## config.mk

```make
export PLATFORM = sky130hd
export DESIGN_NAME = cdb_arbiter
export DESIGN_NICKNAME = d
export VERILOG_FILES = /design/src/rtl/cdb_arbiter_pkg.sv /design/src/rtl/cdb_src_fifo.sv /design/src/rtl/cdb_arbiter.sv
export SDC_FILE = /design/constraint.sdc
export NUM_CORES = 1
export LEC_CHECK = 0
export BUFFER_PORTS_ARGS = -buffer_cell sky130_fd_sc_hd__clkbuf_2
export CORE_MARGIN = 2
export CORE_UTILIZATION = 30
export CTS_CLUSTER_SIZE = 12
export DETAILED_ROUTE_END_ITERATION = 16
export PLACE_DENSITY = 0.47
export SETUP_SLACK_MARGIN = 0.5
export SYNTH_ARGS = -nofsm -noshare
export SYNTH_HDL_FRONTEND = slang
export SYNTH_SLANG_ARGS = --single-unit
```

## constraint.sdc

```tcl
create_clock -name clk -period 13.3 [get_ports clk]
set_clock_uncertainty 0.1 [all_clocks]
set_input_delay 1.995 -clock clk [delete_from_list [all_inputs] [get_ports clk]]
set_output_delay 1.995 -clock clk [all_outputs]
set_load 0.02 [all_outputs]
```

## src/rtl/cdb_arbiter_pkg.sv

```systemverilog
// Shared configuration for the CDB arbiter: source indices, RobId width default
// and a saturating increment used by the optional CDB_PERF_EN counters.
package cdb_arbiter_pkg;

    localparam int CDB_ROB_LOG = 4;
    localparam int CDB_VALUE_W = 32;

    localparam int CDB_SRC_ALU = 0;
    localparam int CDB_SRC_LSB = 1;
    localparam int CDB_SRC_BR  = 2;

    function automatic logic [31:0] sat_inc(input logic [31:0] v);
        return (v == 32'hFFFF_FFFF) ? v : v + 32'd1;
    endfunction

endpackage

```

## src/rtl/cdb_src_fifo.sv

```systemverilog
// Per-source result FIFO for the CDB arbiter. next_count exposes the count
// after this edge so the parent can register an exact ready.
module cdb_src_fifo
    import cdb_arbiter_pkg::*;
#(
    parameter int DEPTH = 2,
    parameter int W     = CDB_ROB_LOG + CDB_VALUE_W,
    localparam int PW   = $clog2(DEPTH),
    localparam int CW   = PW + 1
) (
    input  logic          clk,
    input  logic          rst,
    input  logic          rdy,
    input  logic          clear,
    input  logic          push,
    input  logic          pop,
    input  logic [W-1:0]  din,
    output logic [W-1:0]  head,
    output logic [CW-1:0] count,
    output logic [CW-1:0] next_count
);

    logic [W-1:0]  mem_r [DEPTH];
    logic [PW-1:0] wr_ptr_r;
    logic [PW-1:0] rd_ptr_r;
    logic [CW-1:0] count_r;
    logic          push_ok_s;
    logic          pop_ok_s;

    assign push_ok_s = push && (count_r != CW'(DEPTH));
    assign pop_ok_s  = pop && (count_r != {CW{1'b0}});
    assign head      = mem_r[rd_ptr_r];
    assign count     = count_r;

    // Occupancy after this edge; clear wins over any same-edge push or pop.
    always_comb begin
        next_count = count_r;
        if (!rdy) begin
            next_count = count_r;
        end else if (clear) begin
            next_count = {CW{1'b0}};
        end else begin
            next_count = count_r + CW'(push_ok_s) - CW'(pop_ok_s);
        end
    end

    // Storage and pointers; everything freezes while rdy is low.
    always_ff @(posedge clk) begin
        if (!rst) begin
            wr_ptr_r <= {PW{1'b0}};
            rd_ptr_r <= {PW{1'b0}};
            count_r  <= {CW{1'b0}};
            for (int i = 0; i < DEPTH; i++) begin
                mem_r[i] <= {W{1'b0}};
            end
        end else if (rdy) begin
            if (clear) begin
                wr_ptr_r <= {PW{1'b0}};
                rd_ptr_r <= {PW{1'b0}};
            end else begin
                if (push_ok_s) begin
                    mem_r[wr_ptr_r] <= din;
                    wr_ptr_r        <= wr_ptr_r + PW'(1);
                end
                if (pop_ok_s) begin
                    rd_ptr_r <= rd_ptr_r + PW'(1);
                end
            end
            count_r <= next_count;
        end
    end

endmodule

```

## src/rtl/cdb_arbiter.sv

```systemverilog
// Round-robin arbiter driving the registered common data bus from N_SRC result
// FIFOs. Defining CDB_PERF_EN adds per-source grant and stall counters.
module cdb_arbiter
    import cdb_arbiter_pkg::*;
#(
    parameter int ROB_LOG = CDB_ROB_LOG,
    parameter int N_SRC   = 3,
    parameter int DEPTH   = 2
) (
    input  logic                   clk,
    input  logic                   rst,
    input  logic                   rdy,
    input  logic                   clear,
    input  logic [N_SRC-1:0]       src_valid,
    output logic [N_SRC-1:0]       src_ready,
    input  logic [N_SRC*ROB_LOG-1:0] src_robid,
    input  logic [N_SRC*32-1:0]    src_value,
    output logic                   cdb_valid,
    output logic [ROB_LOG-1:0]     cdb_robid,
    output logic [31:0]            cdb_value,
    output logic [1:0]             cdb_src
`ifdef CDB_PERF_EN
   ,output logic [N_SRC*32-1:0]    perf_grant_cnt,
    output logic [31:0]            perf_stall_cnt
`endif
);

    localparam int EW = ROB_LOG + 32;
    localparam int SW = (N_SRC > 1) ? $clog2(N_SRC) : 1;
    localparam int CW = $clog2(DEPTH) + 1;

    logic [EW-1:0]    head_s       [N_SRC];
    logic [CW-1:0]    count_s      [N_SRC];
    logic [CW-1:0]    next_count_s [N_SRC];
    logic [N_SRC-1:0] push_s;
    logic [N_SRC-1:0] pop_s;
    logic [N_SRC-1:0] nonempty_s;
    logic [SW-1:0]    rr_ptr_r;
    logic [SW-1:0]    grant_s;
    logic             grant_vld_s;

    function automatic logic [SW-1:0] wrap_idx(input logic [SW-1:0] base, input int k);
        int s;
        s = int'(base) + k;
        if (s >= N_SRC) begin
            s = s - N_SRC;
        end else begin
            s = s;
        end
        return SW'(s);
    endfunction

    for (genvar g = 0; g < N_SRC; g++) begin : g_src
        assign push_s[g]     = src_valid[g] & src_ready[g];
        assign pop_s[g]      = grant_vld_s && (grant_s == SW'(g));
        assign nonempty_s[g] = (count_s[g] != {CW{1'b0}});

        cdb_src_fifo #(
            .DEPTH (DEPTH),
            .W     (EW)
        ) u_fifo (
            .clk        (clk),
            .rst        (rst),
            .rdy        (rdy),
            .clear      (clear),
            .push       (push_s[g]),
            .pop        (pop_s[g]),
            .din        ({src_robid[g*ROB_LOG +: ROB_LOG], src_value[g*32 +: 32]}),
            .head       (head_s[g]),
            .count      (count_s[g]),
            .next_count (next_count_s[g])
        );
    end

    // First non-empty FIFO at or after rr_ptr, wrapping modulo N_SRC.
    always_comb begin
        grant_vld_s = 1'b0;
        grant_s     = {SW{1'b0}};
        for (int k = 0; k < N_SRC; k++) begin
            if (!grant_vld_s && nonempty_s[wrap_idx(rr_ptr_r, k)]) begin
                grant_vld_s = 1'b1;
                grant_s     = wrap_idx(rr_ptr_r, k);
            end else begin
                grant_vld_s = grant_vld_s;
            end
        end
    end

    // Broadcast register, round-robin pointer and exact registered ready.
    always_ff @(posedge clk) begin
        if (!rst) begin
            cdb_valid <= 1'b0;
            cdb_robid <= {ROB_LOG{1'b0}};
            cdb_value <= 32'h0000_0000;
            cdb_src   <= 2'd0;
            src_ready <= {N_SRC{1'b0}};
            rr_ptr_r  <= {SW{1'b0}};
        end else if (rdy) begin
            for (int i = 0; i < N_SRC; i++) begin
                src_ready[i] <= (next_count_s[i] < CW'(DEPTH));
            end
            if (clear) begin
                cdb_valid <= 1'b0;
                rr_ptr_r  <= {SW{1'b0}};
            end else if (grant_vld_s) begin
                cdb_valid              <= 1'b1;
                {cdb_robid, cdb_value} <= head_s[grant_s];
                cdb_src                <= 2'(grant_s);
                rr_ptr_r               <= wrap_idx(grant_s, 1);
            end else begin
                cdb_valid <= 1'b0;
            end
        end
    end

`ifdef CDB_PERF_EN
    // Saturating grant/stall counters; only rst zeroes them.
    always_ff @(posedge clk) begin
        if (!rst) begin
            perf_grant_cnt <= {(N_SRC*32){1'b0}};
            perf_stall_cnt <= 32'h0000_0000;
        end else if (rdy) begin
            for (int i = 0; i < N_SRC; i++) begin
                if (pop_s[i] && !clear) begin
                    perf_grant_cnt[i*32 +: 32] <= sat_inc(perf_grant_cnt[i*32 +: 32]);
                end
            end
            if (|(src_valid & ~src_ready)) begin
                perf_stall_cnt <= sat_inc(perf_stall_cnt);
            end
        end
    end
`endif

endmodule
```

==> results of run 1 <==
[power groups by stage]
stage	Combinational (mW)	Clock [mW]	Sequential (mW)
2_1_floorplan	0.0582	0	0.985
3_5_place_dp	0.114	0	0.984
5_1_grt	0.124	0.857	0.968
4_1_cts	0.115	0.824	0.965
3_3_place_gp	0.114	0	0.983
6_report	0.112	0.800	0.965
[routing by layer]
metal | global-route usage (%) | up-vias | routed length, um
met5 | 0 | - | 28
met4 | 5.10 | 4 | 913
met3 | 3.22 | 51 | 1970
met2 | 22.5 | 188 | 14100
met1 | 22.2 | 3651 | 15600
li1 | - | 3675 | -
[sequential cells by signal, indices dropped and copies added (netlist names), named ones only]
signal / cells
g_src.u_fifo.wr_ptr_r: 3
cdb_src: 2
cdb_valid: 1
g_src.u_fifo.mem_r: 216
rr_ptr_r: 2
src_ready: 3
g_src.u_fifo.rd_ptr_r: 3
cdb_robid: 4
cdb_value: 32
g_src.u_fifo.count: 3
[cell families (layout without fill, tap and decap cells)]
logic type / Yosys count / after routing / share of synthesized area (%)
other: 0 / 1 / 0
xor gates and xnor gates: 6 / 6 / 0.428
muxes: 144 / 144 / 11.7
and+or+nand+nor: 319 / 319 / 14.9
DFF: 275 / 275 / 62.4
buffers and inverters: 72 / 245 / 2.73
adders and majority gates: 10 / 10 / 0.998
AOI/OAI and AO/OA: 105 / 105 / 6.80
[synthesized netlist by cell type, types with 6 or more instances]
cell,count
sky130_fd_sc_hd__dfxtp_1,59
sky130_fd_sc_hd__xnor2_1,6
sky130_fd_sc_hd__mux2i_1,144
sky130_fd_sc_hd__nor3_1,13
sky130_fd_sc_hd__and2_1,217
sky130_fd_sc_hd__buf_2,13
sky130_fd_sc_hd__clkbuf_1,33
sky130_fd_sc_hd__nor2_1,59
sky130_fd_sc_hd__inv_1,15
sky130_fd_sc_hd__a221o_1,36
sky130_fd_sc_hd__a21oi_1,16
sky130_fd_sc_hd__edfxtp_1,216
sky130_fd_sc_hd__o21ai_0,16
sky130_fd_sc_hd__nand2_1,11
sky130_fd_sc_hd__ha_1,9
[layout make-up]
| cell class | instances | area, um^2 | share of cell area [%] |
|---|---|---|---|
| diodes | 1 | 2.50 | 0.0171 |
| multi-input cells | 584 | 4360 | 29.8 |
| repair buffers | 171 | 893 | 6.12 |
| well taps | 532 | 666 | 4.56 |
| clock inverters | 7 | 70.1 | 0.480 |
| flip-flops and latches | 275 | 7670 | 52.5 |
| inverters | 18 | 67.6 | 0.462 |
| clock buffers | 49 | 880 | 6.02 |
[layout by cell type, fill, tap and decap left out, types with 4 or more instances in the layout]
cell type and instances:
sky130_fd_sc_hd__nor3_1 10, sky130_fd_sc_hd__clkbuf_8 5, sky130_fd_sc_hd__a21oi_1 16, sky130_fd_sc_hd__xnor2_1 6, sky130_fd_sc_hd__a22oi_1 5, sky130_fd_sc_hd__and2_1 217
sky130_fd_sc_hd__clkbuf_1 12, sky130_fd_sc_hd__nand2_1 11, sky130_fd_sc_hd__clkbuf_2 156, sky130_fd_sc_hd__dfxtp_1 56, sky130_fd_sc_hd__clkbuf_16 30, sky130_fd_sc_hd__buf_4 15
sky130_fd_sc_hd__inv_1 15, sky130_fd_sc_hd__mux2i_1 144, sky130_fd_sc_hd__a221o_1 36, sky130_fd_sc_hd__nor2_1 56, sky130_fd_sc_hd__clkinv_2 4, sky130_fd_sc_hd__ha_1 9
sky130_fd_sc_hd__edfxtp_1 216, sky130_fd_sc_hd__o21ai_0 13
[critical path: cells and delay by family]
family	cells	cell delay (ps)
simple gates	3	1840
buf+inv	1	210
[stage by stage]
stage | hold slack, ps | area, um^2 | power [mW] | worst slack, ps | utilization [%]
finish | 353 | 14600 | 1.88 | 9280 | 35.9
global route | 402 | 14600 | 1.95 | 9110 | 35.9
global placement | 340 | 13700 | 1.10 | 8770 | 33.6
detailed placement | 346 | 13700 | 1.10 | 8660 | 33.6
CTS | 354 | 14600 | 1.90 | 9250 | 35.9
floorplan | 373 | 12300 | 1.04 | 7660 | -
[worst paths after layout]
| kind | from | endpoint | slack (ps) | depth (start not counted) |
|---|---|---|---|---|
| worst min register to register | cdb_src[0] | cdb_src[0] | 350 | 2 |
| worst max-delay path | clear | g_src[0].u_fifo.mem_r[0][9] | 9280 | 4 |
| worst max register to register | rr_ptr_r[0] | flop | 9950 | 16 |
| worst min-delay path | cdb_src[0] | cdb_src[0] | 350 | 2 |
==> summary by stage, run 1 <==
Place
The number of instances in the placed design is 1580. The final estimated routing congestion in global placement is 0.804. The number of port buffers is 156. The post-DP HPWL is 21.6 mm.

Setup path
The worst-path cell with the longest stage delay is sky130_fd_sc_hd__nand2b_2. The data arrival time of the worst path is 4100 ps. STA classifies the critical path startpoint as a primary input. The largest single stage delay on the critical path is 860 ps. The maximum fanout encountered on the critical timing path is 36.

The kind of critical path is primary input to flop. The kind of capture point of the worst setup path is a flop. Traced cell by cell, the critical path runs through clkbuf_2 -> nand2b_1 -> nor3_1 -> nand2b_2. STA puts the critical path data required time at 13370 ps.

Floorplan
The overall die height is 206 um. The die outline width is 206 um. The placeable core region is 40600 um^2. The area enclosed by the die boundary is 42600 um^2.

The floorplan has 74 rows. 157 I/O pins were placed. For this configuration, the core starts out at a cell density of 30.2%.

Clocking
The level count of the clock H-tree is 1. Post-CTS timing repair inserted 0 buffers for setup. In this run the deepest clock path goes through 3 buffers. Clock-pin slew was measured on the worst setup and hold paths at 50 ps.

Clock tree synthesis inserted a total of 30 buffers. The TritonCTS clock tree is yes. At the later pin of the worst-skew pair, clock insertion delay measures 560 ps. The total of cells resized after clock tree synthesis is 0. The root buffer cell is sky130_fd_sc_hd__clkbuf_16. The number of hold buffers added after cts is 0. The clock sink total is 275.

Timing
The number of hold violations in the final report is 0. For this run, the top clock speed supported by timing is 248 MHz. Setup violations remaining at the end of the flow were counted as 0.

Setup repair after global routing left no endpoint under its margin. The final max-slew violation count came to 0. At the pin with the least slew margin, the transition time is 1080 ps. The relative max-transition margin is 27.8%. Of the available clock period, the critical path in the final layout requires 30.3%. The post-route setup TNS is 0 ps. The clock period minus worst slack is 4020 ps.

Synth
After synthesis, the cell types taking the most area are sky130_fd_sc_hd__edfxtp_1, sky130_fd_sc_hd__mux2i_1, sky130_fd_sc_hd__and2_1, sky130_fd_sc_hd__dfxtp_1, sky130_fd_sc_hd__a221o_1. The count of state elements after synthesis is 275. The sequential element share of the synthesized area is 62.4%. For this run, the number of Yosys warnings is 0. The number of distinct library cells after synthesis is 53. The count of flip-flops with a built-in enable after synthesis is 216.

The number of nets produced by synthesis is 1055. The main flop type after synthesis is sky130_fd_sc_hd__edfxtp_1. In the synthesized netlist the async set-or-reset flop fraction comes to 0%.

The cell area that synthesis handed to floorplanning was 12300 um^2. After technology mapping, the gate count stands at 931. After synthesis, the largest area contributor takes up 52.8% of total cell area. The dominant cell type by area after synthesis is sky130_fd_sc_hd__edfxtp_1.

The average cell area after synthesis is 13.2 um^2.

Power
The share of power burned in registers is 51.4%. For this design the ratio of total power to cell area is 128 nW/um^2. The combinational group share of total power is 6.0%. IR analysis of the VDD net gives a maximum drop of 82.9 uV. The internal power of the cells totals 1.46 mW. The analysis attributes to net switching a power of 0.414 mW. The leakage power is 5.69 nW. The relative contribution of the clock network to total power is 42.6%. Of the total power, the share spent switching nets is 22.1%.

GRT
The largest net degree at the start of global routing is 41. The global-route wire length before repair is 48.1 mm. The leftover overflow at the end of global routing is 0. The total routing usage reported by global routing is 15.3%.

The via count of the first global-routing pass is 7472. The initial antenna violation count is 5.

Routing
The number of optimization iterations in the first detailed-route pass is 5. The total via count after detailed routing is 7569. The count of nets left with antenna violations once routing finished came out at 0. The count of unresolved DRC violations after routing is 0. After the first detailed-routing iteration, the DRC count stood at 394.

The per-cell via count in the routed design is 4.62. The final layout contains routed wiring with a total length of 32.6 mm. The mean routed wirelength per cell is 19.9 um.

Job
The number of max-capacitance violations reported is 0.

Status
The flow ran to the end, and the final reports show no timing, DRC or antenna violations.

Layout
The number of cells in the finished layout apart from fillers is 1637. After the last flow step, the layout net total stands at 1204. The layout-stage area growth over the synthesis result is 18.9%. The fraction of final layout cells with drive strength greater than 1 is 21.9%. The number of inserted filler cells in the final layout is 3988.

Hold path
In this run the worst hold path is classified as flop to flop.
Note: power is estimated with default switching activity, not from simulation.
==> inputs of run 2 (changes only) <==
--- a/config.mk
+++ b/config.mk
@@ -10,7 +10,7 @@
 export CORE_UTILIZATION = 30
 export CTS_CLUSTER_SIZE = 12
 export DETAILED_ROUTE_END_ITERATION = 16
-export PLACE_DENSITY = 0.47
+export PLACE_DENSITY = 0.49
 export SETUP_SLACK_MARGIN = 0.5
 export SYNTH_ARGS = -nofsm -noshare
 export SYNTH_HDL_FRONTEND = slang
==> constraint.sdc (replaced) <==
create_clock -name clk -period 3.3 [get_ports clk]
set_clock_uncertainty 0.1 [all_clocks]
set_input_delay 0.495 -clock clk [delete_from_list [all_inputs] [get_ports clk]]
set_output_delay 0.495 -clock clk [all_outputs]
set_load 0.02 [all_outputs]
==> summary by stage, run 2 (synthesized netlist as in run 1, its figures left out) <==
GRT
The largest net degree at the start of global routing is 41 (unchanged). The leftover overflow at the end of global routing was 0 (unchanged). The initial antenna violation count was 2 (-3). The via count of the first global-routing pass is 7673 (+2.7%). The global-route wire length before repair is 49.5 mm (+2.8%). The total routing usage reported by global routing is 15.6% (+0.28 points).

Timing
The slew at the pin closest to its max-slew limit was 694 ps (-389 ps). The relative max-transition margin is 53.7% (+26 points). The post-route worst setup slack came to 600 ps (-8680 ps). The final max-slew violation count was 0 (unchanged). Setup repair after global routing could not meet its margin everywhere. Dividing the final minimum period by the clock period gives 81.8%. The number of hold violations in the final report came to 0 (unchanged). The post-route setup TNS is 0 ps (unchanged). The clock period minus worst slack is 2700 ps. The highest attainable clock frequency is 370 MHz. The final setup violation count came to 0 (unchanged).

Layout
The top cell types in the final layout, fill and taps aside, are sky130_fd_sc_hd__and2_1, sky130_fd_sc_hd__edfxtp_1, sky130_fd_sc_hd__clkbuf_2. The flip-flop count of the largest register after layout came to 216 (unchanged). The fraction of final layout cells with drive strength greater than 1 came to 25.4% (+3.5 points). The largest register by flop count is g_src.u_fifo.mem_r.

The number of nets in the finished design came to 1230 (+2.2%). The total area of sequential cells is 7670 um^2 (about the same). The number of inserted filler cells in the final layout is 3912 (-1.9%). In the final layout, the registers with the most flip-flops are g_src.u_fifo.mem_r: 216 flops, cdb_value: 32 flops, cdb_robid: 4 flops. The core utilization of the finished layout came to 37.0% (+1.0 points). The most common cell after layout, fill and taps aside is sky130_fd_sc_hd__and2_1. The area growth from synthesis to layout is 22.3%. The area of the multi-input gates is 4440 um^2 (+1.9%).

Clocking
The clock-pin slew reported for the worst setup and hold paths after clock tree synthesis is 60 ps (about the same). The TritonCTS clock tree is yes. The clock latency on the worst-skew pair is 570 ps (about the same). The number of hold buffers added after cts is 0 (unchanged). The level count of the clock H-tree was 1 (unchanged). The number of clock buffers inserted by TritonCTS is 30 (unchanged). The number of buffers between clock root and the deepest sink is 3 (unchanged).

In this run the clock root is driven by a sky130_fd_sc_hd__clkbuf_16. The clock sink total is 275 (unchanged).

Routing
The number of optimization iterations in the first detailed-route pass is 4 (-1). The detailed route wirelength on metal2 is 14.9 mm (+5.1%). After detailed routing, no signal wire sits above met5. The overall routed net length is 33.2 mm (+1.9%). The number of nets with antenna violations after routing came to 0 (unchanged).

The mean routed wirelength per cell came to 20.0 um (+0.40%). The routed length on met3 is 1.81 mm (-8.4%). The count of unresolved DRC violations after routing is 0 (unchanged). The per-cell via count in the routed design is 4.63 (+0.21%).

The total via count after detailed routing was 7696 (+1.7%). The routed length on met1 was 15.9 mm (+2.1%). The initial DRC count was 420 (+6.6%).

Floorplan
The total I/O pin count came to 157 (unchanged). The area enclosed by the die boundary was 42600 um^2 (unchanged). The overall die height is 206 um (unchanged).

The starting density of the core is 30.2% (unchanged). The placeable core region was 40600 um^2 (unchanged). The die outline width came to 206 um (unchanged).

The row count is 74 (unchanged).

Status
The flow ran to the end, and the final reports show no timing, DRC or antenna violations.

Place
The post-DP HPWL is 22.6 mm (+5.0%). The number of port buffers is 156 (unchanged). The worst slack after detailed placement is 195 ps (-8470 ps). The final estimated routing congestion in global placement is 0.858 (+6.7%).

Setup path
The data arrival time of the worst path came to 3050 ps (-1050 ps). The logic depth of the worst setup path including buffers is 15 (+11). The critical path goes through buf_12 -> ha_4 -> buf_4 -> nor3_1 -> a22o_1 -> a21oi_4 -> nor2_1 -> ha_1 -> inv_1 -> ha_2 -> xnor2_2 -> buf_4 -> nor3_1 -> a21oi_1 -> nor2_1. In this design, the largest share of critical-path delay is due to adder cells. STA classifies the critical path startpoint as a flop. STA classifies the critical path endpoint as a flop.

The combined buffer and inverter count along the critical path is 4 (+3). The number of cell instances on the worst register-to-register path was 15 (-1). The maximum fanout encountered on the critical timing path was 7 (-81%). The biggest cell delay along the critical path is 340 ps (-520 ps). The worst-path cell with the longest stage delay is sky130_fd_sc_hd__dfxtp_2. The kind of critical path is flop to flop.

The required time of the worst setup path is 3650 ps (-9720 ps).

Power
The leakage power is 5.89 nW (+3.5%). The cell area power density is 512 nW/um^2 (+300%). The maximum VDD drop is 371 uV (+350%).

Hold path
The number of stages on the worst hold path is 2 (unchanged). The classification of the worst-slack hold path is primary input to flop.

Job
The number of max-capacitance violations reported is 0 (unchanged).
## run 2: cell types whose count changed in the layout (fill, tap and decap cells not counted), moves of 3 or more
cell | previous run | this run
sky130_fd_sc_hd__clkbuf_1 | 12 | 6
sky130_fd_sc_hd__buf_4 | 15 | 31
sky130_fd_sc_hd__buf_12 | 0 | 9
sky130_fd_sc_hd__ha_1 | 9 | 5
sky130_fd_sc_hd__clkinv_1 | 2 | 5
## run 2: repair_timing
action / CTS / global route
pin swaps: 4 / 8
endpoints found under the setup margin: 8 / 6
resized for setup: 8 / 14
buffers inserted: 7 / 5
gates cloned: 0 / 0
## run 2: path summary, 6_finish.rpt
kind                 startpoint                           end  slack [ps]
setup / recovery    rr_ptr_r[1]                          flop         600
setup reg to reg    rr_ptr_r[1]                          flop         600
hold / removal    src_value[86]  g_src[2].u_fifo.mem_r[0][22]         100
hold reg to reg      cdb_src[0]                    cdb_src[0]         350
## run 2: layer usage
layer,global-route usage [%],vias up
met4,3.85,2
met3,3.31,46
met2,23.6,177
met1,22.5,3744
li1,-,3727
met5,0,-
## run 2: area by class of cell
cell class | count | area share (%)
inverters | 18 | 0.450
repair buffers | 197 | 8.02
clock buffers | 42 | 5.69
clock inverters | 12 | 0.774
well taps | 532 | 4.43
diodes | 1 | 0.0167
flip-flops and latches | 275 | 51.1
multi-input cells | 584 | 29.6
## run 2: power by group
part	switching, mW	internal, mW
Sequential	0.0428	3.85
Clock	1.37	1.95
Combinational	0.293	0.189
Total	1.70	5.98
## run 2: metrics by stage
stage	cell area (um^2)	hold slack, ps	instances	power [mW]
2_1_floorplan	12300	373	931	4.21
3_3_place_gp	13900	339	1594	4.43
3_5_place_dp	13900	346	1594	4.44
4_1_cts	14900	75.7	1655	7.78
5_1_grt	15000	91.2	1661	7.97
6_report	15000	103	1661	7.69
